[src/rtl/uart_tx_arbiter.sv]
// Round-robin arbiter that feeds one uart_tx from N_REQ byte producers.
// A packet lock keeps a multi-byte message from one requester contiguous.
module uart_tx_arbiter #(
  parameter int N_REQ        = 4,
  parameter int BUSY_TIMEOUT = 8,
  localparam int ID_W        = $clog2(N_REQ),
  localparam int CNT_W       = $clog2(BUSY_TIMEOUT + 1)
) (
  input  logic                 clk,
  input  logic                 rst,
  input  logic [N_REQ-1:0]     req_valid,
  input  logic [8*N_REQ-1:0]   req_data,
  input  logic [N_REQ-1:0]     req_last,
  output logic [N_REQ-1:0]     req_ready,
  output logic [7:0]           tx_data,
  output logic                 tx_send,
  input  logic                 tx_busy,
  output logic [ID_W-1:0]      grant_id,
  output logic                 active,
  output logic                 err_timeout
);

  typedef enum logic [1:0] {IDLE, LAUNCH, WAIT_BUSY, WAIT_DONE} state_t;

  state_t           state_r, state_nxt_s;
  logic [CNT_W-1:0] cnt_r, cnt_nxt_s;
  logic             err_r, err_nxt_s;
  logic [7:0]       tx_data_r;
  logic [ID_W-1:0]  grant_r;
  logic [ID_W-1:0]  rr_ptr_r;
  logic             locked_r;
  logic [ID_W-1:0]  lock_id_r;
  logic             win_found_s;
  logic [ID_W-1:0]  win_id_s;
  logic [ID_W-1:0]  cand_s;
  logic [ID_W:0]    sum_s;
  logic             accept_s;
  logic             clr_lock_s;
  logic [ID_W-1:0]  rr_nxt_s;

  // Winner search: the lock owner alone, or the first valid at/after rr_ptr.
  // Scanning offsets downward lets the smallest offset overwrite the rest.
  always_comb begin
    win_found_s = 1'b0;
    win_id_s    = {ID_W{1'b0}};
    cand_s      = {ID_W{1'b0}};
    sum_s       = {(ID_W+1){1'b0}};
    if (locked_r) begin
      win_found_s = req_valid[lock_id_r];
      win_id_s    = lock_id_r;
    end else begin
      for (int k = N_REQ - 1; k >= 0; k--) begin
        sum_s       = {1'b0, rr_ptr_r} + (ID_W+1)'(k);
        sum_s       = (sum_s >= (ID_W+1)'(N_REQ)) ? (sum_s - (ID_W+1)'(N_REQ)) : sum_s;
        cand_s      = sum_s[ID_W-1:0];
        win_found_s = win_found_s | req_valid[cand_s];
        win_id_s    = req_valid[cand_s] ? cand_s : win_id_s;
      end
    end
  end

  assign accept_s = (state_r == IDLE) && win_found_s;
  assign rr_nxt_s = (win_id_s == ID_W'(N_REQ - 1)) ? {ID_W{1'b0}} : (win_id_s + ID_W'(1'b1));

  // Mealy acceptance strobe towards the winning requester
  always_comb begin
    req_ready = {N_REQ{1'b0}};
    if (accept_s) begin
      req_ready[win_id_s] = 1'b1;
    end else begin
      req_ready = {N_REQ{1'b0}};
    end
  end

  // Next-state, busy-timeout counter and error pulse
  always_comb begin
    state_nxt_s = state_r;
    cnt_nxt_s   = cnt_r;
    err_nxt_s   = 1'b0;
    clr_lock_s  = 1'b0;
    case (state_r)
      IDLE: begin
        state_nxt_s = accept_s ? LAUNCH : IDLE;
      end
      LAUNCH: begin
        state_nxt_s = WAIT_BUSY;
        cnt_nxt_s   = {CNT_W{1'b0}};
      end
      WAIT_BUSY: begin
        // busy rising on the final count still wins over the timeout
        if (tx_busy) begin
          state_nxt_s = WAIT_DONE;
        end else if (cnt_r == CNT_W'(BUSY_TIMEOUT - 1)) begin
          state_nxt_s = IDLE;
          err_nxt_s   = 1'b1;
          clr_lock_s  = 1'b1;
        end else begin
          cnt_nxt_s   = cnt_r + CNT_W'(1'b1);
        end
      end
      WAIT_DONE: begin
        state_nxt_s = tx_busy ? WAIT_DONE : IDLE;
      end
      default: begin
        state_nxt_s = IDLE;
      end
    endcase
  end

  // FSM state, timeout counter and error pulse registers
  always_ff @(posedge clk or negedge rst) begin
    if (!rst) begin
      state_r <= IDLE;
      cnt_r   <= {CNT_W{1'b0}};
      err_r   <= 1'b0;
    end else begin
      state_r <= state_nxt_s;
      cnt_r   <= cnt_nxt_s;
      err_r   <= err_nxt_s;
    end
  end

  // Captured byte, grant and round-robin / lock bookkeeping
  always_ff @(posedge clk or negedge rst) begin
    if (!rst) begin
      tx_data_r <= 8'h00;
      grant_r   <= {ID_W{1'b0}};
      rr_ptr_r  <= {ID_W{1'b0}};
      locked_r  <= 1'b0;
      lock_id_r <= {ID_W{1'b0}};
    end else if (accept_s) begin
      tx_data_r <= req_data[{win_id_s, 3'b000} +: 8];
      grant_r   <= win_id_s;
      rr_ptr_r  <= rr_nxt_s;
      locked_r  <= ~req_last[win_id_s];
      lock_id_r <= win_id_s;
    end else if (clr_lock_s) begin
      locked_r  <= 1'b0;
    end
  end

  assign tx_data     = tx_data_r;
  assign grant_id    = grant_r;
  assign tx_send     = (state_r == LAUNCH);
  assign active      = (state_r != IDLE);
  assign err_timeout = err_r;

endmodule

[config.mk]
export PLATFORM = sky130hd
export DESIGN_NAME = uart_tx_arbiter
export DESIGN_NICKNAME = d
export VERILOG_FILES = /design/src/rtl/uart_tx_arbiter.sv
export SDC_FILE = /design/constraint.sdc
export NUM_CORES = 1
export LEC_CHECK = 0
export ABC_AREA = 1
export BUFFER_PORTS_ARGS = -buffer_cell sky130_fd_sc_hd__clkbuf_2
export CORE_ASPECT_RATIO = 0.7
export CORE_MARGIN = 4
export CORE_UTILIZATION = 50
export CTS_CLUSTER_DIAMETER = 50
export DETAILED_ROUTE_END_ITERATION = 10
export PLACE_DENSITY_LB_ADDON = 0.15
export SYNTH_ARGS = -nofsm -noshare
export SYNTH_HDL_FRONTEND = slang
export SYNTH_SLANG_ARGS = --single-unit
[constraint.sdc]
create_clock -name clk -period 2.3 [get_ports clk]
set_clock_uncertainty 0.1 [all_clocks]
set_input_delay 0.23 -clock clk [delete_from_list [all_inputs] [get_ports clk]]
set_output_delay 0.23 -clock clk [all_outputs]
set_load 0.005 [all_outputs]
[Yosys cells after proc, flatten, opt, wreduce, memory -nomap -nowiden]
Index checks and enable logic that the tools add are counted.
Storage, ports and cells
  register bits after elaboration: 20
  input port bits: 43
  word-level logic and storage cells: 86
  output and inout port bits: 17
Cells by class
  equality and inequality tests: 8
  muxes and demuxes: 39
  $lt $le $gt $ge: 11
  bitwise gates (word level): 4
  shift-type cells: 1
  add/subtract/negate cells: 9
  reduce and logical (&&, ||, !) cells: 7
Operators by type and width (count)
  $shiftx 32x6->8: 1
  $mux 2: 13
  $lt 2x3->1 const B: 6
  $mux 1: 14
  $bmux 1 s2: 6
  $mux 4: 3
  $ge 3x3->1 const B: 3
  $pmux 2 s4: 1
  $pmux 4 s2: 1
  $sub 2x1->2 const B: 4
  $add 2x2->3 const B: 2
  $eq 2x2->1 const B: 3
  $reduce_bool 2->1: 3
  $add 4x1->4 const B: 1
  $eq 4x3->1 const B: 1
  $ne 2x2->1 const B: 2
  $add 2x1->3 const B: 1
  $ge 2x3->1 const B: 1
  $ne 3x3->1 const B: 1
  $or 1x1->1: 3
  $reduce_and 3->1: 1
  $add 2x1->2 const B: 1
  $demux 1 s2: 1
  $eq 2x1->1 const B: 1
  4 further kinds: 5

[Logic depth before layout (Yosys ltp)]
Gate-level depths: netlist of the first run.
  depth after elaboration: 15
  depth in mapped cells: 15
  gate-level depth less buffers: 14

[Worst setup path after synthesis of the first run]
Ideal clock, no wire load.
  kind: reg-to-reg
  start: register rr_ptr_r[0]
  end: register rr_ptr_r[1]
  clock period less this slack: 1.955 ns
  data arrival time: 1.727 ns
  setup slack: 0.345 ns
  buffers on the path: 2
  required time: 2.072 ns
  stages on the path, launching flop included: 14
  library setup time: 0.128 ns
  cells stage by stage: dfrtp_1 buf_6 xnor2_1 nand2_1 nand3_2 nand2_1 nand2_1 nand3_4 nand2_4 buf_6 inv_2 ha_1 nand2_1 o21ai_0
Between the ends
  cells in the longest elaborated chain, start to end: 12
  elaborated cells between the ends (all ways): 36
RTL lines
  start: declaration: RTL line 30  | logic [ID_W-1:0] rr_ptr_r;
  start signal: assignment: RTL line 128  | rr_ptr_r <= {ID_W{1'b0}};
  start signal: assignment: RTL line 134  | rr_ptr_r <= rr_nxt_s;
  $add 2x2->3: RTL line 53  | sum_s = {1'b0, rr_ptr_r} + (ID_W+1)'(k);
  $ge 3x3->1 / $sub 2x1->2 (equally long branches): RTL line 54  | sum_s = (sum_s >= (ID_W+1)'(N_REQ)) ? (sum_s - (ID_W+1)'(N_REQ)) : sum_s;
  $mux 2: RTL line 54
  $bmux 1 s2: RTL line 57  | win_id_s = req_valid[cand_s] ? cand_s : win_id_s;
  $mux 1 (not written as such): RTL line 57
  $mux 2 (3 in series): RTL line 57
  $mux 2 (*): RTL line 57
  $mux 2 (*): RTL line 48  | if (locked_r) begin
  named net win_id_s[0]: RTL line 34  | logic [ID_W-1:0] win_id_s;
  $add 2x1->2 / $eq 2x2->1 (equally long branches): RTL line 63  | assign rr_nxt_s = (win_id_s == ID_W'(N_REQ - 1)) ? {ID_W{1'b0}} : (win_id_s + ID_W'(1'b1));
  $mux 2 (*): RTL line 63
  named net rr_nxt_s[1]: RTL line 39  | logic [ID_W-1:0] rr_nxt_s;
Mark *: on every way through the listed nets, which the timed path passes. The rest lies on a longest branch. The select of a mux whose other input is x is not followed.
A chain may end at the register's enable or synchronous reset.

[Final worst setup path of the first run]
  start: register rr_ptr_r[0]
  end: output port req_ready[3]
Between the ends
  cells in the longest elaborated chain, start to end: 15
  elaborated cells between the ends (all ways): 39
RTL lines
  $add 2x2->3: RTL line 53
  $ge 3x3->1 / $sub 2x1->2 (equally long branches): RTL line 54
  $mux 2: RTL line 54
  $bmux 1 s2: RTL line 57
  $mux 1 (not written as such): RTL line 57
  $mux 2 (3 in series): RTL line 57
  $mux 2 (*): RTL line 57
  $mux 2 (*): RTL line 48
  named net win_id_s[0]: RTL line 34
  $lt 2x3->1 (not written as such) / $ge 2x1->1 (equally long branches): RTL line 69  | req_ready[win_id_s] = 1'b1;
  $logic_and 1x1->1 (not written as such): RTL line 69
  $mux 1 (not written as such): RTL line 69
  $demux 1 s2 (*): RTL line 69
  $mux 4 (*): RTL line 68  | if (accept_s) begin
  end: declaration: RTL line 14  | output logic [N_REQ-1:0] req_ready,
Marked as above.

==> metrics.csv, run 1 <==
metric,value,unit
status,"complete, but fails checks",
failing checks,negative setup slack,
cell taking the most area after synthesis,dfrtp_1,
crit-path max FO,6,
CP Class,reg2out,
post-synthesis xor/xnor area fraction,1.04,%
layout cell share with drive strength beyond 1,38.5,%
worst-skew pair later-pin latency,0.25,ns
H-Tree Depth,1,
Synth cell types,32,
io pins,60,
vias in the first global route,1682,
GRT Overall Usage,20.3,%
Post-Synth Simple-Gate Area,36.6,%
post-synthesis mux area share,0,%
"Hold Vio Cnt, Final",0,
Worst slew margin,64.2,%
TritonCTS clock tree,done,
Switching Fraction,50.4,%
minimum clock period,2.37,ns
Seq pwr share,16.6,%
crit end category,output pin,
Least-Margin Pin Slew,0.537,ns
"Async S/R FF share, synth",100,%
nets@finish,392,
DR vias/cell,4.97,
post-DP HPWL,3210,µm
GR Overflow Total,0,
row count,17,
YS warnings,0,
Comb pwr share,77.6,%
DR vias,1869,
Die Y,56.5,µm
first-pass GRT wire length,7250,µm
peak supply drop,1.04,mV
core box area,3190,µm²
"setup slack, reg-to-reg",0.06,ns
CP required,1.97,ns
Leak,1.42,nW
count of final setup violators,4,
cts bufs inserted,3,
Place WS,0.0327,ns
Final Cycle Share,103,%
1st-iter DRT viols,175,
Die W,77.3,µm
DRC,0,
hold crit path type,in2reg,
port buffer count,59,
f_max,423,MHz
die area,4370,µm²
max_cap viols,0,
top post-synthesis cells by count,"nand2_1, inv_1, nand3_1",
Tot Pwr,0.00391,W
RSZ-0062 raised after global routing,true,
Clock Sinks,20,
sequential share of the synthesized area,29.8,%
initial core utilization,52.7,%
ANT cells,0,
Post-Synthesis Cells,258,
FF-to-FF Start,rr_ptr_r[0],
launch point of the worst path,rr_ptr_r[0],
Final Max Slew Viols,0,
Final GP Congestion,0.896,
Clk pwr share,5.9,%
WL per Instance,12.8,µm
adder-cell share of the synthesized area,6.70,%
top-count cell post-synth,nand2_1,
"EDFF count, synth",0,
post-synthesis compound-gate area fraction,9.08,%
Internal Pwr Total,0.00194,W
reg2reg end,tx_data[1],
drt pass-1 iters,4,
Synth Register Bits,20,
"Primary FF master, synth",dfrtp_1,
largest cells by area after synthesis,"dfrtp_1, nand2_1, inv_1, nand3_1, ha_1",
Post-Syn Nets,310,
final setup margin,-0.0663,ns
Root Driver,clkbuf_8,
Pwr per Cell Area,1630,nW/µm²
combinational family with the most area after synthesis,simple AND/OR/NAND/NOR gates,
antenna violation net count after detailed routing,0,
CTS max path bufs,2,
syn_area_per_cell,6.51,µm²
top-area cell type share of the netlist area,29.8,%
"Reg clk slew, reported paths",0.07,ns
initial antenna violation count,0,
NetSw,0.00197,W
FF-to-FF path depth,13,
CP arrival,2.04,ns
Startpoint Class,flip-flop,
final wirelength,4820,µm
CP endpoint,req_ready[3],
pin count of the biggest net entering global routing,21,
Post-Syn Area,1680,µm²
Area growth syn-to-layout,43.0,%
routing by layer:
layer / global-route usage, % / vias to the layer above / wire length (µm)
met5: 0 / - / 0
met4: 6.35 / 0 / 50
met3: 5.45 / 6 / 309
met2: 31.0 / 56 / 2300
met1: 27.9 / 850 / 2160
li1: - / 957 / -
state kept, by name (all words and copies together) (netlist names):
signal	flops
cnt_r	4
err_timeout	1
lock_id_r	2
locked_r	1
rr_ptr_r	2
state_r	2
tx_data	8
what timing repair did:
action,4_1_cts,5_1_grt
hold buffers,1,0
setup buffers,9,9
gates resized for setup,17,42
pin swaps,10,15
endpoints found under the setup margin,4,13
endpoints found under the hold margin,20,0
worst max-delay path: stages, from the launching register on:
cell	delay [ns]
dfrtp_2	0.48
nand2_1	0.17
nand3_2	0.15
nand2_2	0.12
nand3_2	0.10
nand2_2	0.07
nand2_2	0.06
nand3_4	0.09
nand2_8	0.09
inv_8	0.08
ha_4	0.13
inv_2	0.04
nor2_2	0.07
buf_2	0.12
per-stage QoR:
step,std cells,TNS (ns),area [µm²],hold slack [ns],utilization [%]
floorplan,258,0,1680,-0.166,-
global placement,356,0,2030,0.126,63.6
detailed placement,356,0,2030,0.130,63.6
CTS,369,-0.0347,2200,0.0914,68.9
global route,376,-0.541,2400,0.104,75.3
finish,376,-0.188,2400,0.0993,75.3
area by class of cell:
class / instances / area, µm²
Clock buffer: 3 / 41.3
Fill cell: 259 / 788
Inverter: 60 / 235
Multi-Input combinational cell: 171 / 1080
Sequential cell: 20 / 502
Tap cell: 38 / 47.5
Timing Repair Buffer: 84 / 500
how the worst min path moves through the flow:
stage / startpoint / to / slack, ns / cells after the start
2_1_floorplan: rst / cnt_r[0] / -0.17 / 0
3_3_place_gp: rst / rr_ptr_r[0] / 0.13 / 1
3_5_place_dp: rst / rr_ptr_r[0] / 0.13 / 1
4_1_cts: tx_busy / err_timeout / 0.09 / 2
5_1_grt: tx_busy / err_timeout / 0.10 / 2
6_report: tx_busy / err_timeout / 0.1 / 2
power groups by stage:
stage	Combinational (W)	Clock (W)	Sequential [W]
finish	0.00304	0.000230	0.000648
global route	0.00334	0.000256	0.000668
CTS	0.00256	0.000234	0.000636
detailed placement	0.00220	0	0.000645
global placement	0.00219	0	0.000644
floorplan	0.00166	0	0.000613
kinds of logic (layout without fill, tap and decap cells):
logic type                 count (synthesis)  in the layout
AOI/OAI and AO/OA                         23             23
xor gates and xnor gates                   2              2
adders and majority gates                  9              9
buffers and inverters                     67            147
DFF                                       20             20
and+or+nand+nor                          137            137
placed cells by master, fill, tap and decap left out, types with 4 or more instances in the layout:
cell type,instances
dfrtp_1,19
buf_4,20
buf_6,4
inv_1,54
ha_1,5
o21ai_0,5
nor2_1,13
buf_2,4
nand2_2,7
nand3_2,9
clkbuf_2,55
nand3_1,34
nand2_1,58
nand2_4,4
a21oi_1,5
inv_2,4
Power figures use the tool's default switching activity.
==> run 2, diff against run 1 <==
--- a/config.mk
+++ b/config.mk
@@ -7,7 +7,6 @@
 export LEC_CHECK = 0
 export ABC_AREA = 1
 export BUFFER_PORTS_ARGS = -buffer_cell sky130_fd_sc_hd__clkbuf_2
-export CORE_ASPECT_RATIO = 0.7
 export CORE_MARGIN = 4
 export CORE_UTILIZATION = 50
 export CTS_CLUSTER_DIAMETER = 50
==> run 2 against run 1 <==
  * The run still ends with negative setup slack left
  * Sequential share of layout area is 0.79 points higher
  * Die area is 0.34% lower
  * Register-to-register slack better by 0.03 ns
  * First-iteration DRC count is 62% lower
  * Critical path depth stayed put
  * Largest cell class unchanged
==> metrics.csv, run 2 (synthesized netlist as in run 1, its figures left out) <==
metric,value,unit
"Hold Vio Cnt, Final",0,
initial core utilization,53.7,%
die area,4350,µm²
final hold slack,0.0679,ns
max reg flops,8,
H-Tree Depth,1,
setup TNS,-0.260,ns
hold crit path type,in2reg,
nets@finish,388,
Leak,1.39,nW
"Reg clk slew, reported paths",0.12,ns
met3 wire len,282,µm
FF-to-FF path depth,14,
first-pass GRT wire length,7430,µm
drt pass-1 iters,5,
RSZ-0062 raised after global routing,true,
Tot Pwr,0.00363,W
minimum clock period,2.37,ns
antenna violation net count after detailed routing,0,
vias in the first global route,1755,
count of final setup violators,4,
DR vias,1853,
sequential cell area,503,µm²
Hold Path Sink,err_timeout,
"commonest non-fill, non-tap cell in the layout",nand2_1,
DP Cell Count,363,
CP Class,reg2out,
row count,20,
DR vias/cell,4.89,
final setup margin,-0.0718,ns
final wirelength,4390,µm
Die W,66.0,µm
post-DP HPWL,3290,µm
Final Cycle Share,103,%
crit-path max FO,6,
GR Overflow Total,0,
Highest Signal Layer,met4,
Pwr per Cell Area,1560,nW/µm²
met2 routed WL,2150,µm
FILL cells,270,
crit end category,output pin,
port buffer count,59,
io pins,60,
most frequent cells in the layout,"nand2_1, inv_1, clkbuf_2, nand3_1, buf_4",
core box area,3130,µm²
reg2reg end,tx_data[2],
Area growth syn-to-layout,38.1,%
Die Y,66.0,µm
initial antenna violation count,0,
layout cell share with drive strength beyond 1,36.7,%
hold_sp,tx_busy,
FF-to-FF Start,rr_ptr_r[0],
Startpoint Class,flip-flop,
failing checks,negative setup slack,
CP arrival,2.04,ns
Root Driver,clkbuf_4,
"setup slack, reg-to-reg",0.09,ns
status,"complete, but fails checks",
hold depth,2,
DRT met1 WL,1890,µm
pin count of the biggest net entering global routing,21,
ANT cells,0,
Non-Filler Instances,379,
CP required,1.97,ns
Worst slew margin,65.6,%
TritonCTS clock tree,done,
worst-skew pair later-pin latency,0.30,ns
f_max,422,MHz
cts bufs inserted,3,
Clock Sinks,20,
Placed Area,2040,µm²
WL per Instance,11.6,µm
Final Max Slew Viols,0,
GRT Overall Usage,21.5,%
peak supply drop,0.642,mV
Least-Margin Pin Slew,0.515,ns
Final GP Congestion,0.973,
final instance area,2320,µm²
DRC,0,
CTS max path bufs,2,
Multi-input gate area,1020,µm²
max_cap viols,0,
1st-iter DRT viols,66,
==> run 2: repair_timing <==
| item | in CTS | in global routing |
|---|---|---|
| setup buffers | 6 | 5 |
| gates resized for setup | 23 | 22 |
| setup endpoints to repair | 4 | 4 |
| pin swaps | 13 | 9 |
| hold endpoints to repair | 20 | 0 |
| hold buffers | 1 | 0 |
==> run 2: worst max path at each step <==
| stage | cells past startpoint | endpoint | start | slack [ns] |
|---|---|---|---|---|
| 2_1_floorplan | 13 | rr_ptr_r[1] | rr_ptr_r[0] | 0.34 |
| 3_3_place_gp | 12 | req_ready[0] | rr_ptr_r[0] | 0.20 |
| 3_5_place_dp | 14 | req_ready[3] | rr_ptr_r[0] | 0.13 |
| 4_1_cts | 12 | req_ready[2] | rr_ptr_r[0] | -0.05 |
| 5_1_grt | 14 | req_ready[3] | rr_ptr_r[0] | -0.18 |
| 6_report | 13 | req_ready[3] | rr_ptr_r[0] | -0.07 |
==> run 2: metal layers <==
metal	vias to the layer above	track usage, %
li1	947	-
met1	841	27.4
met2	59	38.3
met3	6	3.57
met4	0	3.81
met5	-	0
==> run 2: through the flow <==
| stage | setup WS (ns) | utilization, % |
|---|---|---|
| 2_1_floorplan | 0.345 | - |
| 3_3_place_gp | 0.196 | 65.4 |
| 3_5_place_dp | 0.134 | 65.4 |
| 4_1_cts | -0.0538 | 71.1 |
| 5_1_grt | -0.179 | 74.2 |
| 6_report | -0.0718 | 74.2 |
==> run 2: layout make-up <==
| cell class | count | share of cell area (%) |
|---|---|---|
| well taps | 44 | 2.37 |
| repair buffers | 80 | 19.8 |
| flip-flops and latches | 20 | 21.7 |
| clock buffers | 3 | 0.970 |
| multi-input cells | 171 | 44.0 |
| inverters | 60 | 9.92 |
| clock inverters | 1 | 1.29 |
==> run 2: critical path: stages (launching register included) <==
cell     delay (ns)
dfrtp_2        0.49
buf_6          0.16
nand2_4        0.08
nand3_4        0.09
nand2_4        0.09
nand3_2        0.10
nand3_2        0.11
nand3_4        0.09
nand2_4        0.10
inv_4          0.04
ha_1           0.18
inv_1          0.05
nor2_1         0.03
buf_2          0.12
==> run 2: where the power goes <==
part	switching (W)	total (W)	internal, W	leakage, nW
registers	0.000141	0.000649	0.000508	0.248
clock network	0.000116	0.000292	0.000176	0.0279
logic	0.00153	0.00269	0.00116	1.12
total	0.00179	0.00363	0.00184	1.39
==> run 3, diff against run 2 <==
--- a/config.mk
+++ b/config.mk
@@ -8,8 +8,10 @@
 export ABC_AREA = 1
 export BUFFER_PORTS_ARGS = -buffer_cell sky130_fd_sc_hd__clkbuf_2
 export CORE_MARGIN = 4
-export CORE_UTILIZATION = 50
+export CORE_UTILIZATION = 52
+export CTS_BUF_LIST = sky130_fd_sc_hd__clkbuf_4
 export CTS_CLUSTER_DIAMETER = 50
+export CTS_CLUSTER_SIZE = 24
 export DETAILED_ROUTE_END_ITERATION = 10
 export PLACE_DENSITY_LB_ADDON = 0.15
 export SYNTH_ARGS = -nofsm -noshare
==> run 3 against run 2 <==
  * The flow still finishes with violations (negative setup slack)
  * Largest cell class unchanged
  * Power shrank 3.9%
  * Combinational power down 5%
  * Highest routed layer unchanged
  * Sequential power decreased by 0.9%
  * Count of clock-buffer cells in the layout is the same
  * Non-clock buffer count fell by 6
  * Clock power rose by 1%
  * Fmax increased by 0.93%
  * Worst setup slack improved by 0.022 ns
  * Critical path type unchanged
==> metrics.csv, run 3 (synthesized netlist as in run 1, its figures left out) <==
metric,value,unit
Die Y,64.8,µm
worst-skew pair later-pin latency,0.31,ns
drt pass-1 iters,4,
Final Max Slew Viols,0,
hold crit path type,in2reg,
CP arrival,2.02,ns
nets@finish,382,
CP required,1.97,ns
pin count of the biggest net entering global routing,21,
max_cap viols,0,
die area,4200,µm²
most frequent cells in the layout,"nand2_1, clkbuf_2, inv_1, nand3_1, dfrtp_1",
Final Cycle Share,102,%
fin util,73.9,%
final wirelength,4420,µm
DR vias,1807,
GRT Overall Usage,22.4,%
final setup margin,-0.0500,ns
H-Tree Depth,1,
core box area,3080,µm²
"Reg clk slew, reported paths",0.12,ns
crit-path max FO,5,
GR Overflow Total,0,
Leak,1.37,nW
DRC,0,
first-pass GRT wire length,7380,µm
"commonest non-fill, non-tap cell in the layout",nand2_1,
crit end category,output pin,
peak supply drop,0.810,mV
initial antenna violation count,0,
f_max,426,MHz
row count,20,
antenna violation net count after detailed routing,0,
Final GP Congestion,0.913,
Startpoint Class,flip-flop,
Die W,64.8,µm
CP Class,reg2out,
Root Driver,clkbuf_4,
RSZ-0062 raised after global routing,true,
Worst slew margin,66.2,%
layout cell share with drive strength beyond 1,33.1,%
max reg flops,8,
port buffer count,59,
Pwr per Cell Area,1530,nW/µm²
vias in the first global route,1754,
status,"complete, but fails checks",
"Hold Vio Cnt, Final",0,
initial core utilization,54.6,%
failing checks,negative setup slack,
cts bufs inserted,3,
count of final setup violators,4,
post-DP HPWL,3300,µm
1st-iter DRT viols,69,
WL per Instance,11.8,µm
Area growth syn-to-layout,35.3,%
Least-Margin Pin Slew,0.507,ns
Tot Pwr,0.00349,W
CTS max path bufs,2,
DR vias/cell,4.84,
Clock Sinks,20,
minimum clock period,2.35,ns
io pins,60,
TritonCTS clock tree,done,
Place WS,0.137,ns
ANT cells,0,
-- run 3: final cells by class --
type | count | area (µm²)
clock buffer | 3 | 22.5
clock inverter | 1 | 30.0
fill | 263 | 805
inverter | 60 | 230
multi-input combinational | 171 | 1010
sequential | 20 | 503
tap | 44 | 55.1
timing repair buffer | 74 | 418
-- run 3: report_power, final --
part | internal (W) | switching, W | leakage (nW)
sequential | 0.000508 | 0.000136 | 0.248
combinational | 0.00105 | 0.00149 | 1.09
clock | 0.000176 | 0.000119 | 0.0279
total | 0.00174 | 0.00175 | 1.37
-- run 3: final timing paths --
| path | from | to | slack [ns] | cells past startpoint |
|---|---|---|---|---|
| worst max-delay path | rr_ptr_r[0] | req_ready[0] | -0.05 | 11 |
| min in group asynchronous | rst | cnt_r[3] | 0.30 | 2 |
| worst max register to register | rr_ptr_r[0] | tx_data[1] | 0.27 | 13 |
| worst min register to register | tx_data[0] | tx_data[0] | 0.40 | 2 |
| max in group asynchronous | rst | rr_ptr_r[1] | 1.44 | 2 |
| worst min-delay path | tx_busy | err_timeout | 0.05 | 2 |
-- run 3: metal layers --
| metal | up-vias | global-route usage (%) | part of all wire, % |
|---|---|---|---|
| met3 | 10 | 4.16 | 6.3 |
| met1 | 801 | 27.4 | 42 |
| met2 | 59 | 38.4 | 50 |
| met4 | 0 | 8.97 | 2.0 |
| met5 | - | 0 | 0 |
| li1 | 937 | - | - |
-- run 3: critical path, stage by stage, from the launching register on --
cell,delay (ns)
dfrtp_2,0.46
buf_6,0.15
nand2_2,0.07
o21ai_4,0.07
and2_1,0.18
a21oi_2,0.19
o22ai_4,0.11
inv_4,0.08
ha_1,0.13
inv_1,0.04
nor2_1,0.10
clkbuf_2,0.12
-- run 3: repair_timing --
action / in CTS / in global routing
endpoints found under the setup margin: 4 / 4
pin swaps: 10 / 3
resized for setup: 28 / 9
setup buffers: 5 / 2
hold endpoints to repair: 20 / 0
hold buffers: 1 / 0
-- run 3: stage by stage --
stage                     hold slack, ns  instances  setup TNS, ns  instance area [µm²]
after floorplan                   -0.166        258              0                 1680
after global placement             0.128        361              0                 2030
after detailed placement           0.129        361              0                 2030
after CTS                         0.0393        371         -0.106                 2230
after global routing              0.0419        373         -0.728                 2270
final                             0.0473        373         -0.162                 2270
